`config.mk`:
```
export PLATFORM = sky130hd
export DESIGN_NAME = multicycle_controller
export DESIGN_NICKNAME = d
export VERILOG_FILES = /design/src/rtl/multicycle_controller.sv
export SDC_FILE = /design/constraint.sdc
export NUM_CORES = 1
export LEC_CHECK = 0
export CAP_MARGIN = 5
export CORE_UTILIZATION = 45
export CTS_BUF_LIST = sky130_fd_sc_hd__clkbuf_16
export CTS_CLUSTER_DIAMETER = 50
export DETAILED_ROUTE_END_ITERATION = 8
export GPL_TIMING_DRIVEN = 0
export PLACE_DENSITY = 0.72
export SKIP_CTS_REPAIR_TIMING = 1
export SYNTH_ARGS = -nofsm -noshare
export SYNTH_HDL_FRONTEND = slang
export SYNTH_SLANG_ARGS = --single-unit
export TNS_END_PERCENT = 10
```
`constraint.sdc`:
```
create_clock -name clk -period 3.6 [get_ports clk]
set_input_delay 0.54 -clock clk [delete_from_list [all_inputs] [get_ports clk]]
set_output_delay 0.54 -clock clk [all_outputs]
set_load 0.05 [all_outputs]
```
`src/rtl/multicycle_controller.sv`:
```
// Multi-cycle control FSM: fetch/decode/execute/memory/writeback sequencing around one-hot
// decoder class flags, with traps on malformed decode and memory handshake timeouts.
module multicycle_controller #(
  parameter int unsigned TIMEOUT = 16,
  parameter int unsigned CNT_W   = 32
) (
  input  logic             clk,
  input  logic             rst,
  input  logic             is_add,
  input  logic             is_load,
  input  logic             is_store,
  input  logic             is_branch,
  input  logic             branch_taken,
  input  logic             imem_ready,
  input  logic             dmem_ready,
  input  logic             trap_clr,
  output logic             imem_req,
  output logic             ir_load,
  output logic             alu_src,
  output logic             dmem_re,
  output logic             dmem_we,
  output logic             reg_we,
  output logic             wb_sel,
  output logic             pc_en,
  output logic [1:0]       pc_src,
  output logic             trap,
  output logic [1:0]       trap_cause,
  output logic [2:0]       state,
  output logic [CNT_W-1:0] retired
);

  typedef enum logic [2:0] {
    StFetch  = 3'd0,
    StDecode = 3'd1,
    StExec   = 3'd2,
    StMem    = 3'd3,
    StWb     = 3'd4,
    StTrap   = 3'd5
  } state_e;

  localparam logic [7:0] TimeoutVal = 8'(TIMEOUT);

  state_e           state_q, state_d;
  logic [3:0]       op_q, op_d;      // {branch, store, load, add}
  logic [7:0]       wait_q, wait_d;
  logic [7:0]       wait_inc;
  logic [1:0]       cause_q, cause_d;
  logic [CNT_W-1:0] retired_q, retired_d;
  logic [3:0]       flags;

  logic imem_req_c, ir_load_c, alu_src_c, dmem_re_c, dmem_we_c;
  logic reg_we_c, wb_sel_c, pc_en_c, trap_c;
  logic [1:0] pc_src_c;

  assign flags    = {is_branch, is_store, is_load, is_add};
  assign wait_inc = wait_q + 8'd1;

  always_ff @(posedge clk or posedge rst) begin
    if (rst) begin
      state_q   <= StFetch;
      op_q      <= 4'd0;
      wait_q    <= 8'd0;
      cause_q   <= 2'd0;
      retired_q <= '0;
    end else begin
      state_q   <= state_d;
      op_q      <= op_d;
      wait_q    <= wait_d;
      cause_q   <= cause_d;
      retired_q <= retired_d;
    end
  end

  always_comb begin
    state_d    = state_q;
    op_d       = op_q;
    wait_d     = 8'd0;
    cause_d    = cause_q;
    retired_d  = retired_q;
    imem_req_c = 1'b0;
    ir_load_c  = 1'b0;
    alu_src_c  = 1'b0;
    dmem_re_c  = 1'b0;
    dmem_we_c  = 1'b0;
    reg_we_c   = 1'b0;
    wb_sel_c   = 1'b0;
    pc_en_c    = 1'b0;
    pc_src_c   = 2'd0;
    trap_c     = 1'b0;
    case (state_q)
      StFetch: begin
        imem_req_c = 1'b1;
        if (imem_ready) begin
          ir_load_c = 1'b1;
          state_d   = StDecode;
        end else if (wait_inc == TimeoutVal) begin
          state_d = StTrap;
          cause_d = 2'd2;
        end else begin
          wait_d = wait_inc;
        end
      end
      StDecode: begin
        op_d = flags;
        if ($countones(flags) != 1) begin
          state_d = StTrap;
          cause_d = 2'd1;
        end else begin
          state_d = StExec;
        end
      end
      StExec: begin
        if (op_q[0]) begin
          state_d = StWb;
        end else if (op_q[1] || op_q[2]) begin
          alu_src_c = 1'b1;
          state_d   = StMem;
        end else if (op_q[3]) begin
          pc_en_c   = 1'b1;
          pc_src_c  = branch_taken ? 2'd1 : 2'd0;
          retired_d = retired_q + 1'b1;
          state_d   = StFetch;
        end else begin
          state_d = StTrap;
          cause_d = 2'd1;
        end
      end
      StMem: begin
        dmem_we_c = op_q[2];
        dmem_re_c = !op_q[2];
        if (dmem_ready) begin
          if (op_q[2]) begin
            pc_en_c   = 1'b1;
            retired_d = retired_q + 1'b1;
            state_d   = StFetch;
          end else begin
            state_d = StWb;
          end
        end else if (wait_inc == TimeoutVal) begin
          state_d = StTrap;
          cause_d = 2'd3;
        end else begin
          wait_d = wait_inc;
        end
      end
      StWb: begin
        reg_we_c  = 1'b1;
        wb_sel_c  = op_q[1];
        pc_en_c   = 1'b1;
        retired_d = retired_q + 1'b1;
        state_d   = StFetch;
      end
      StTrap: begin
        trap_c = 1'b1;
        if (trap_clr) begin
          pc_en_c  = 1'b1;
          pc_src_c = 2'd2;
          cause_d  = 2'd0;
          state_d  = StFetch;
        end
      end
      default: begin
        state_d = StTrap;
        cause_d = 2'd1;
      end
    endcase
  end

  // Controls are gated by rst so in-flight strobes drop within the reset cycle.
  assign imem_req   = imem_req_c & ~rst;
  assign ir_load    = ir_load_c & ~rst;
  assign alu_src    = alu_src_c & ~rst;
  assign dmem_re    = dmem_re_c & ~rst;
  assign dmem_we    = dmem_we_c & ~rst;
  assign reg_we     = reg_we_c & ~rst;
  assign wb_sel     = wb_sel_c & ~rst;
  assign pc_en      = pc_en_c & ~rst;
  assign pc_src     = rst ? 2'd0 : pc_src_c;
  assign trap       = trap_c & ~rst;
  assign trap_cause = cause_q;
  assign state      = state_q;
  assign retired    = retired_q;

endmodule
```
== Yosys cells after proc, flatten, opt, wreduce, memory -nomap -nowiden ==
Index checks and enable logic that the tools add are counted.

* Logic and storage cells: 101
* Output and inout port bits: 48
* Input port bits: 10
* Register bits: 49

* Eq/ne operators: 19
* $add $sub $neg: 5
* Muxes and demuxes: 55
* Reduce and logical (&&, ||, !) cells: 6
* Bitwise gates (word level): 11

{| class="wikitable"
|+ Operator list
! kind !! number
|-
| 32-bit two-way mux || 5
|-
| 32-bit case mux with 3 select lines || 1
|-
| 32-bit by 1-bit adder with 32-bit output, second input constant || 1
|-
| 3-bit two-way mux || 9
|-
| 8-bit two-way mux || 3
|-
| 2-bit != test, second input constant || 12
|-
| 2-bit two-way mux || 11
|-
| 1-bit two-way mux || 21
|-
| 3-bit case mux with 6 select lines || 1
|-
| 8-bit case mux with 2 select lines || 1
|-
| 2-bit case mux with 6 select lines || 1
|-
| 10-bit AND reduction || 1
|-
| 1-bit AND || 9
|-
| 8-bit by 1-bit adder with 8-bit output, second input constant || 1
|-
| 8-bit by 5-bit equality test with 1-bit output, second input constant || 1
|-
| 3-bit by 2-bit equality test with 1-bit output, second input constant || 2
|-
| 3-bit equality test, second input constant || 2
|-
| 6-bit AND reduction || 1
|-
| 1-bit by 1-bit adder with 2-bit output || 2
|-
| 1-bit case mux with 4 select lines || 1
|-
| 2-bit case mux with 2 select lines || 1
|-
| 2-bit by 2-bit adder with 3-bit output || 1
|-
| 3-bit by 1-bit equality test with 1-bit output, second input constant || 1
|-
| 3-bit zero test || 1
|-
| other kinds (5) || 6
|}

== Logic depth before layout (Yosys ltp) ==
Gate-level depths: netlist of run 1.

* Depth after elaboration: 6
* Mapped depth: 10
* Gate-level depth less buffers: 10

== Least setup slack after synthesis of run 1 ==
No wires, ideal clock.

* Kind: reg2out
* From: register state_q[0], in the netlist state[0]
* To: output port ir_load
* Path buffers: 2
* Cell stages (with the launch flop): 5
* Data arrival time: 3130 ps
* Data required time: 3060 ps
* Setup slack: -70 ps
* Cell sequence: dfrtp_1 -> buf_4 -> buf_2 -> nor4_1 -> and2_1

* Longest elaborated chain between the ends: 3

{| class="wikitable"
|+ RTL lines
! item !! RTL line !! text
|-
| start, declared || 43 || <nowiki>state_e state_q, state_d;</nowiki>
|-
| start signal, assigned || 60 || <nowiki>state_q <= StFetch;</nowiki>
|-
| start signal, assigned || 66 || <nowiki>state_q <= state_d;</nowiki>
|-
| 3-bit zero test || 90 || <nowiki>case (state_q)</nowiki>
|-
| 1-bit two-way mux || 90 ||
|-
| 1-bit AND || 171 || <nowiki>assign ir_load = ir_load_c & ~rst;</nowiki>
|-
| end, declared || 18 || <nowiki>output logic ir_load,</nowiki>
|}

Every way passes these cells.

== Worst setup path after layout of run 1 ==
* From: input port is_add
* To: register state_q[2], in the netlist state[2]

* Longest elaborated chain between the ends: 5

{| class="wikitable"
|+ RTL lines
! item !! RTL line !! text
|-
| start, declared || 9 || <nowiki>input logic is_add,</nowiki>
|-
| 1-bit by 1-bit adder with 2-bit output (not written as such) || 105 || <nowiki>if ($countones(flags) != 1) begin</nowiki>
|-
| 2-bit by 2-bit adder with 3-bit output (not written as such) || 105 ||
|-
| 3-bit by 1-bit != test with 1-bit output || 105 ||
|-
| 3-bit two-way mux || 105 ||
|-
| 3-bit case mux with 6 select lines || 90 ||
|}

Every way passes these cells.
A chain may end at the register's enable or synchronous reset.

==> results.py, run 1 <==
metrics = {
    "outcome": {
        "status": "complete, no violations",
    },
    "route": {
        "routed-via-count": 2201,
        "post_drt_wl_per_cell_um": 14.3,
        "drt_iter0_drc": 104,
        "via_per_inst": 5.36,
        "routed_wl_um": 5890,
        "antenna_left": 0,
        "dr.pass1.iters": 4,
        "drc": 0,
    },
    "sta": {
        "fin_crit_sh_pct": 89.6,
        "maxSlewViolCount": 0,
        "fmax_mhz": 310,
        "fin_ws_ns": 0.374,
        "relSlewSlack_pct": 49.7,
        "finalSetupViolations": 0,
        "tns_ns": 0,
        "min_period_ns": 3.23,
        "fin_worst_skew_ns": 0.00565,
        "hold_viol_final": 0,
        "tightest_slew_ns": 0.753,
        "rsz0062_at_grt": "false",
    },
    "placement": {
        "placedCellCount": 403,
        "hpwl_um": 4280,
        "pre_cts_slack_ns": 0.0981,
        "portBuffers": 57,
        "place_area_um2": 3470,
        "place.gp.congestion": 0.843,
    },
    "worst_setup_path": {
        "crit_family": "adder cells",
        "required_ns": 3.77,
        "slowest_delay_ns": 0.53,
        "slowest_stage": "fa_1",
        "setup.worst_path.class": "in -> reg",
        "cp_num_buf_inv": 3,
        "cp.arrival_ns": 3.40,
        "crit_fanout": 7,
        "end_kind": "flip-flop",
        "path_cells": "clkdlybuf4s50_1 -> inv_1 -> fa_1 -> inv_1 -> ha_1 -> ha_1 -> nor3b_1 -> a22oi_1 -> nand4b_4 -> o21ai_0 -> a221o_2",
        "cp-startpoint": "is_add",
        "reg2reg_from": "op_q[2]",
        "worst_setup_path_start_kind": "primary input",
    },
    "pwr": {
        "powerDensity_nw_per_um2": 602,
        "vdd_drop_max_uv": 447,
        "p_total_mw": 2.17,
        "p_leak_nw": 1.50,
    },
    "global_route": {
        "first_global_vias": 2084,
        "grt_max_degree": 28,
        "grt_usage_pct": 19.9,
        "grt_pass1_wl_um": 9980,
        "grt_antenna_before_repair": 0,
        "grt-ovfl-total": 0,
    },
    "clock_tree": {
        "clk_latency_ns": 0.29,
        "cts_root_buffer": "clkbuf_16",
        "numCtsBuffers": 5,
        "path_clk_slew_ns": 0.06,
        "htreeDepth": 2,
        "cts_tree": "done",
        "cts.path.max_buffers": 2,
        "clock-sinks": 49,
    },
    "job": {
        "drv_cap": 0,
    },
    "yosys": {
        "synthCells": 270,
        "syn-num-nets": 287,
        "ys_seq_elements": 49,
        "synth_warnings": 0,
        "synth_edf_count": 0,
        "synthDistinctLibCells": 56,
        "yosysMostFrequentCell": "dfrtp_1",
        "seq_area_frac_synth_pct": 44.2,
        "avgSynthCellArea_um2": 10.3,
        "synth_area_um2": 2780,
        "async_flop_share_pct": 100,
        "yosys.area.top_type": "dfrtp_1",
        "ys_top_cells_by_area": "dfrtp_1, xnor2_1, nand3_1, nor2_1, nand4_1",
        "synthTopCellsByCount": "dfrtp_1, xnor2_1, nor2_1",
        "synth_top_area_share_pct": 44.2,
        "synth-main-ff-cell": "dfrtp_1",
    },
    "finish": {
        "area_delta_synth_final_pct": 29.9,
        "design_area_um2": 3610,
        "final_cells": 411,
        "fin_nets": 352,
        "drive_above_1_share_pct": 12.2,
        "n_antenna_cell": 0,
    },
    "floorplan": {
        "rows": 28,
        "start_util_pct": 46.9,
        "io_pins": 58,
        "fp.dieW_um": 80.6,
        "core_um2": 5920,
        "fp.dieArea_um2": 6490,
        "die_y_um": 80.6,
    },
    "min_path": {
        "hp-class": "reg -> reg",
        "min_from": "retired[31]",
    },
}
-- worst reg2reg max path, delay by kind of cell (launching register included) --
kind                      cells  cell delay, ns
AOI/OAI and AO/OA             1            0.63
DFF                           1            0.36
buffers and inverters         1            0.17
xor gates and xnor gates      1            0.16
and+or+nand+nor               3            0.75
-- state kept, by name, summed over array words and instances, names as in the netlist --
signal and cells:
op_q 4, trap_cause 2, state 3, wait_q 8, retired 32
-- cells in the final DEF, fill, tap and decap left out, types with 3 or more instances in the layout --
cell / Yosys / final
nor2b_1: 4 / 4
clkdlybuf4s50_1: 0 / 57
clkbuf_16: 0 / 5
buf_2: 4 / 4
nor2_1: 22 / 22
or2_2: 3 / 3
and2_1: 5 / 5
a21oi_1: 9 / 9
mux2_2: 4 / 4
ha_1: 6 / 6
nand2_1: 21 / 21
dfrtp_1: 49 / 49
nand4_1: 13 / 13
nor3b_1: 3 / 3
nand3_1: 17 / 17
and3_1: 8 / 8
xnor2_1: 30 / 30
inv_1: 11 / 12
nor3_1: 9 / 9
xor2_1: 7 / 7
-- layer usage --
| layer | wire, µm | vias up | GRT usage [%] |
|---|---|---|---|
| li1 | - | 1082 | - |
| met1 | 2740 | 1056 | 27.0 |
| met2 | 2810 | 54 | 31.7 |
| met3 | 257 | 9 | 4.09 |
| met4 | 82 | 0 | 5.89 |
| met5 | 0 | - | 0 |
-- cells by family after synthesis --
| group | after synthesis | share of synthesized area (%) |
|---|---|---|
| compound gates | 30 | 8.97 |
| xor+xnor | 38 | 12.3 |
| fa+ha+maj | 7 | 3.42 |
| buf+inv | 18 | 3.15 |
| flops | 49 | 44.2 |
| mux | 5 | 1.98 |
| simple gates | 123 | 26.0 |
-- through the flow --
| stage | utilization (%) | hold slack (ns) |
|---|---|---|
| after global placement | 58.2 | 0.461 |
| after floorplan | - | 0.447 |
| after CTS | 60.9 | 0.482 |
| after global routing | 60.9 | 0.503 |
| after detailed placement | 58.6 | 0.462 |
| final | 60.9 | 0.484 |
-- final timing paths --
| check | endpoint | slack, ns | depth (start not counted) |
|---|---|---|---|
| max in group asynchronous | retired[0] | 2.25 | 3 |
| worst max-delay path | state[2] | 0.37 | 11 |
| worst min-delay path | retired[31] | 0.48 | 1 |
| worst min register to register | retired[31] | 0.48 | 1 |
| min in group asynchronous | op_q[1] | 0.83 | 2 |
| worst max register to register | retired[27] | 1.41 | 6 |
-- report_power, final --
group | internal (mW) | switching, mW | leakage, nW
clock network | 0.253 | 0.201 | 0.0724
registers | 0.634 | 0.0999 | 0.630
logic | 0.374 | 0.609 | 0.795
total | 1.26 | 0.910 | 1.50
-- final cells by class --
cell class | count | area (µm²)
plain buffers | 7 | 46.3
clock buffers | 5 | 125
clock inverters | 3 | 15.0
fillers | 499 | 2310
inverters | 11 | 41.3
multi-input cells | 203 | 1470
flip-flops and latches | 49 | 1230
well taps | 75 | 93.8
repair buffers | 58 | 591
(Power assumes the default switching activity.)
==> inputs of run 2 (changes only) <==
--- a/config.mk
+++ b/config.mk
@@ -7,7 +7,6 @@
 export LEC_CHECK = 0
 export CAP_MARGIN = 5
 export CORE_UTILIZATION = 45
-export CTS_BUF_LIST = sky130_fd_sc_hd__clkbuf_16
 export CTS_CLUSTER_DIAMETER = 50
 export DETAILED_ROUTE_END_ITERATION = 8
 export GPL_TIMING_DRIVEN = 0
==> run 2 against run 1 <==
  * Final area shrank 1.6%
  * Sequential share of layout area grew 0.54 points
  * Setup slack gained 0.014 ns
  * Critical path type is now reg -> out
  * Highest routed layer unchanged
==> results.py, run 2 (same netlist as run 1, synthesis figures left out) <==
metrics = {
    "outcome": {
        "status": "complete, no violations",
    },
    "job": {
        "drv_cap": 0,
    },
    "clock_tree": {
        "clock-sinks": 49,
        "cts_tree": "done",
        "htreeDepth": 2,
        "cts.path.max_buffers": 2,
        "path_clk_slew_ns": 0.09,
        "numCtsBuffers": 5,
        "cts_root_buffer": "clkbuf_8",
        "clk_latency_ns": 0.30,
    },
    "sta": {
        "fin_ws_ns": 0.388,
        "fin_crit_sh_pct": 89.2,
        "fin_worst_skew_ns": 0.00653,
        "relSlewSlack_pct": 49.7,
        "finalSetupViolations": 0,
        "hold_viol_final": 0,
        "rsz0062_at_grt": "false",
        "maxSlewViolCount": 0,
        "tightest_slew_ns": 0.753,
        "fmax_mhz": 311,
        "min_period_ns": 3.21,
    },
    "finish": {
        "utilization_pct": 60.0,
        "fin_nets": 352,
        "drive_above_1_share_pct": 12.2,
        "layout_common_cells": "clkdlybuf4s50_1, dfrtp_1, xnor2_1",
        "n_antenna_cell": 0,
        "area_delta_synth_final_pct": 27.9,
        "final_common_cell": "clkdlybuf4s50_1",
        "largest_reg_flops": 32,
        "final_cells": 411,
    },
    "pwr": {
        "clkPwrFrac_pct": 15.8,
        "power.internal_mw": 1.15,
        "p_leak_nw": 1.46,
        "switching_share_pct": 43.7,
        "p_seq_share_pct": 36.0,
        "p_total_mw": 2.04,
        "powerDensity_nw_per_um2": 573,
        "vdd_drop_max_uv": 415,
        "p_switching_mw": 0.891,
        "combPwrFrac_pct": 48.2,
    },
    "route": {
        "drc": 0,
        "antenna_left": 0,
        "routed-via-count": 2194,
        "drt_iter0_drc": 80,
        "post_drt_wl_per_cell_um": 14.2,
        "routed_wl_um": 5830,
        "dr.pass1.iters": 4,
        "via_per_inst": 5.34,
    },
    "floorplan": {
        "io_pins": 58,
        "start_util_pct": 46.9,
        "rows": 28,
        "die_y_um": 80.6,
        "fp.dieArea_um2": 6490,
        "core_um2": 5920,
        "fp.dieW_um": 80.6,
    },
    "placement": {
        "place.gp.congestion": 0.843,
        "pre_cts_slack_ns": 0.0981,
        "portBuffers": 57,
        "placedCellCount": 403,
        "hpwl_um": 4280,
    },
    "worst_setup_path": {
        "crit_fanout": 10,
        "cp-startpoint": "state[0]",
        "cp.arrival_ns": 2.67,
        "required_ns": 3.06,
        "end_kind": "output port",
        "reg2reg_from": "op_q[2]",
        "setup.worst_path.class": "reg -> out",
        "worst_setup_path_start_kind": "flip-flop",
        "reg2reg_depth": 6,
    },
    "global_route": {
        "grt_usage_pct": 19.8,
        "grt-ovfl-total": 0,
        "grt_pass1_wl_um": 9960,
        "grt_max_degree": 28,
        "grt_antenna_before_repair": 0,
        "first_global_vias": 2085,
    },
    "min_path": {
        "min_from": "retired[31]",
        "hp-class": "reg -> reg",
        "hold_path_depth": 1,
    },
}
## run 2: cell count changes in the layout (fill, tap and decap cells not counted), sizes merged
| cell | delta |
|---|---|
| clkbuf | +2 |
| inv | -2 |
## run 2: cell type report
type                    instances  area [µm²]
fillers                       507        2370
inverters                      11        41.3
multi-input cells             203        1470
repair buffers                 58         591
well taps                      75        93.8
flip-flops and latches         49        1230
clock inverters                 1        7.51
plain buffers                   7        46.3
clock buffers                   7        76.3
## run 2: worst paths after layout
path	end	slack, ns
max	pc_en	0.39
min	retired[31]	0.48
max reg2reg	retired[27]	1.42
min reg2reg	retired[31]	0.48
max in group asynchronous	retired[16]	2.27
min in group asynchronous	op_q[1]	0.81
## run 2: worst max-delay path: stages (launching register included)
cell	delay [ns]
dfrtp_1	0.39
buf_4	0.17
or3b_4	0.39
or2_2	0.33
nor2_1	0.13
o211a_1	0.16
clkdlybuf4s50_1	0.80
## run 2: metal layers
metal | vias up | GRT usage (%) | part of all wire [%]
met5 | - | 0 | 0
met4 | 0 | 5.36 | 1.1
met3 | 6 | 4.09 | 4.1
met2 | 50 | 31.5 | 48
met1 | 1058 | 27.0 | 47
li1 | 1080 | - | -
## run 2: power groups by stage
stage | clock network, mW | logic [mW] | registers (mW)
finish | 0.321 | 0.981 | 0.733
global route | 0.357 | 1.06 | 0.748
floorplan | 0 | 0.552 | 0.895
detailed placement | 0 | 0.984 | 0.745
global placement | 0 | 0.969 | 0.740
CTS | 0.336 | 0.987 | 0.734
## run 2: through the flow
step,setup TNS (ns),instance area (µm²),hold slack (ns)
final,0,3550,0.481
after global routing,0,3550,0.507
after CTS,0,3550,0.485
after detailed placement,0,3470,0.462
after global placement,-0.717,3450,0.461
after floorplan,0,2780,0.447
==> inputs of run 3 (changes only) <==
--- a/config.mk
+++ b/config.mk
@@ -6,6 +6,7 @@
 export NUM_CORES = 1
 export LEC_CHECK = 0
 export CAP_MARGIN = 5
+export CORE_MARGIN = 2
 export CORE_UTILIZATION = 45
 export CTS_CLUSTER_DIAMETER = 50
 export DETAILED_ROUTE_END_ITERATION = 8
==> run 3 against run 2 <==
  * Routed wire length increased by 4.7%
  * Critical endpoint unchanged
  * Non-clock buffer count unchanged
  * Clock-buffer cell count decreased by 2
  * Total power increased by 4.3%
  * Flip-flop and latch count unchanged
  * Combinational power about the same
  * Critical path type is now in -> out
==> results.py, run 3 (same netlist as run 1, synthesis figures left out) <==
metrics = {
    "global_route": {
        "grt_max_degree": 30,
        "grt_pass1_wl_um": 10700,
        "grt-ovfl-total": 0,
        "first_global_vias": 2286,
        "grt_antenna_before_repair": 0,
        "grt_usage_pct": 20.1,
    },
    "finish": {
        "final_common_cell": "clkdlybuf4s50_1",
        "fillers": 580,
        "final_cells": 411,
        "drive_above_1_share_pct": 12.8,
        "design_area_um2": 3580,
        "fin_nets": 352,
        "layout_common_cells": "clkdlybuf4s50_1, dfrtp_1, xnor2_1",
        "n_antenna_cell": 0,
        "area_delta_synth_final_pct": 28.9,
        "largest_reg_flops": 32,
    },
    "placement": {
        "place_area_um2": 3470,
        "place.gp.congestion": 0.848,
        "portBuffers": 57,
        "placedCellCount": 403,
        "hpwl_um": 4520,
    },
    "pwr": {
        "powerDensity_nw_per_um2": 593,
        "p_leak_nw": 1.48,
        "vdd_drop_max_uv": 471,
    },
    "worst_setup_path": {
        "setup.worst_path.class": "in -> out",
        "required_ns": 3.06,
        "cp.arrival_ns": 2.78,
        "end_kind": "output port",
        "crit_fanout": 29,
        "worst_setup_path_start_kind": "primary input",
    },
    "floorplan": {
        "start_util_pct": 46.6,
        "rows": 28,
        "core_um2": 5960,
        "die_y_um": 82.6,
        "fp.dieW_um": 82.6,
        "io_pins": 58,
        "fp.dieArea_um2": 6810,
    },
    "sta": {
        "hold_viol_final": 0,
        "min_period_ns": 3.32,
        "fin_crit_sh_pct": 92.2,
        "tightest_slew_ns": 0.764,
        "fin_worst_skew_ns": 0.00705,
        "maxSlewViolCount": 0,
        "relSlewSlack_pct": 49.0,
        "finalSetupViolations": 0,
        "hold_slack_ns": 0.492,
        "rsz0062_at_grt": "false",
        "fmax_mhz": 301,
        "tns_ns": 0,
    },
    "min_path": {
        "hp-class": "reg -> reg",
    },
    "route": {
        "routed-via-count": 2243,
        "routed_wl_um": 6110,
        "dr.pass1.iters": 4,
        "post_drt_wl_per_cell_um": 14.9,
        "drc": 0,
        "via_per_inst": 5.46,
        "drt_iter0_drc": 123,
        "antenna_left": 0,
    },
    "clock_tree": {
        "cts.path.max_buffers": 2,
        "cts_tree": "done",
        "path_clk_slew_ns": 0.09,
        "numCtsBuffers": 5,
        "clock-sinks": 49,
        "cts_root_buffer": "clkbuf_8",
        "clk_latency_ns": 0.31,
        "htreeDepth": 2,
    },
    "job": {
        "drv_cap": 0,
    },
    "outcome": {
        "status": "complete, no violations",
    },
}
[run 3: changes by cell type in the layout (fill, tap and decap cells not counted), sizes merged]
cell | previous run | this run
bufinv | 0 | 1
clkbuf | 7 | 5
clkinv | 0 | 1
clkinvlp | 1 | 0
inv | 11 | 12
[run 3: per-stage QoR]
stage | setup slack [ns] | power, mW | utilization, %
after floorplan | 0.478 | 1.45 | -
after global placement | -0.694 | 1.71 | 57.9
after detailed placement | 0.0919 | 1.73 | 58.2
after CTS | 0.214 | 2.14 | 60.1
after global routing | 0.0603 | 2.26 | 60.1
final | 0.283 | 2.12 | 60.1
[run 3: final timing paths]
kind / endpoint / slack (ns) / startpoint / cells past startpoint
setup / recovery: pc_en / 0.28 / rst / 5
hold / removal: wait_q[0] / 0.49 / wait_q[0] / 1
setup reg to reg: retired[31] / 1.41 / op_q[2] / 6
hold reg to reg: wait_q[0] / 0.49 / wait_q[0] / 1
max in group asynchronous: retired[24] / 2.30 / rst / 3
min in group asynchronous: op_q[1] / 0.77 / rst / 2
[run 3: routing by layer]
metal  global-route usage [%]  up-vias  share of wire, %
met3                     4.35        5               4.0
met1                     26.9     1109                45
met2                     33.7       47                50
met5                        0        -                 0
li1                         -     1082                 -
met4                     3.93        0              0.69
[run 3: layout make-up]
class | count | area (µm²) | area share [%]
multi-input combinational | 203 | 1470 | 41.0
sequential | 49 | 1230 | 34.3
timing repair buffer | 58 | 591 | 16.5
tap | 75 | 93.8 | 2.62
clock buffer | 5 | 68.8 | 1.92
buffer | 7 | 46.3 | 1.29
clock inverter | 3 | 43.8 | 1.22
inverter | 11 | 41.3 | 1.15
[run 3: worst max-delay path: stages]
cell and delay [ns]:
clkdlybuf4s50_1 0.55, inv_2 0.44, buf_12 0.26, o211a_1 0.17
clkdlybuf4s50_1 0.81
[run 3: report_power, final]
| part | switching [mW] | leakage [nW] | internal [mW] | total (mW) |
|---|---|---|---|---|
| combinational | 0.607 | 0.795 | 0.373 | 0.980 |
| sequential | 0.101 | 0.630 | 0.633 | 0.734 |
| clock | 0.202 | 0.0585 | 0.209 | 0.410 |
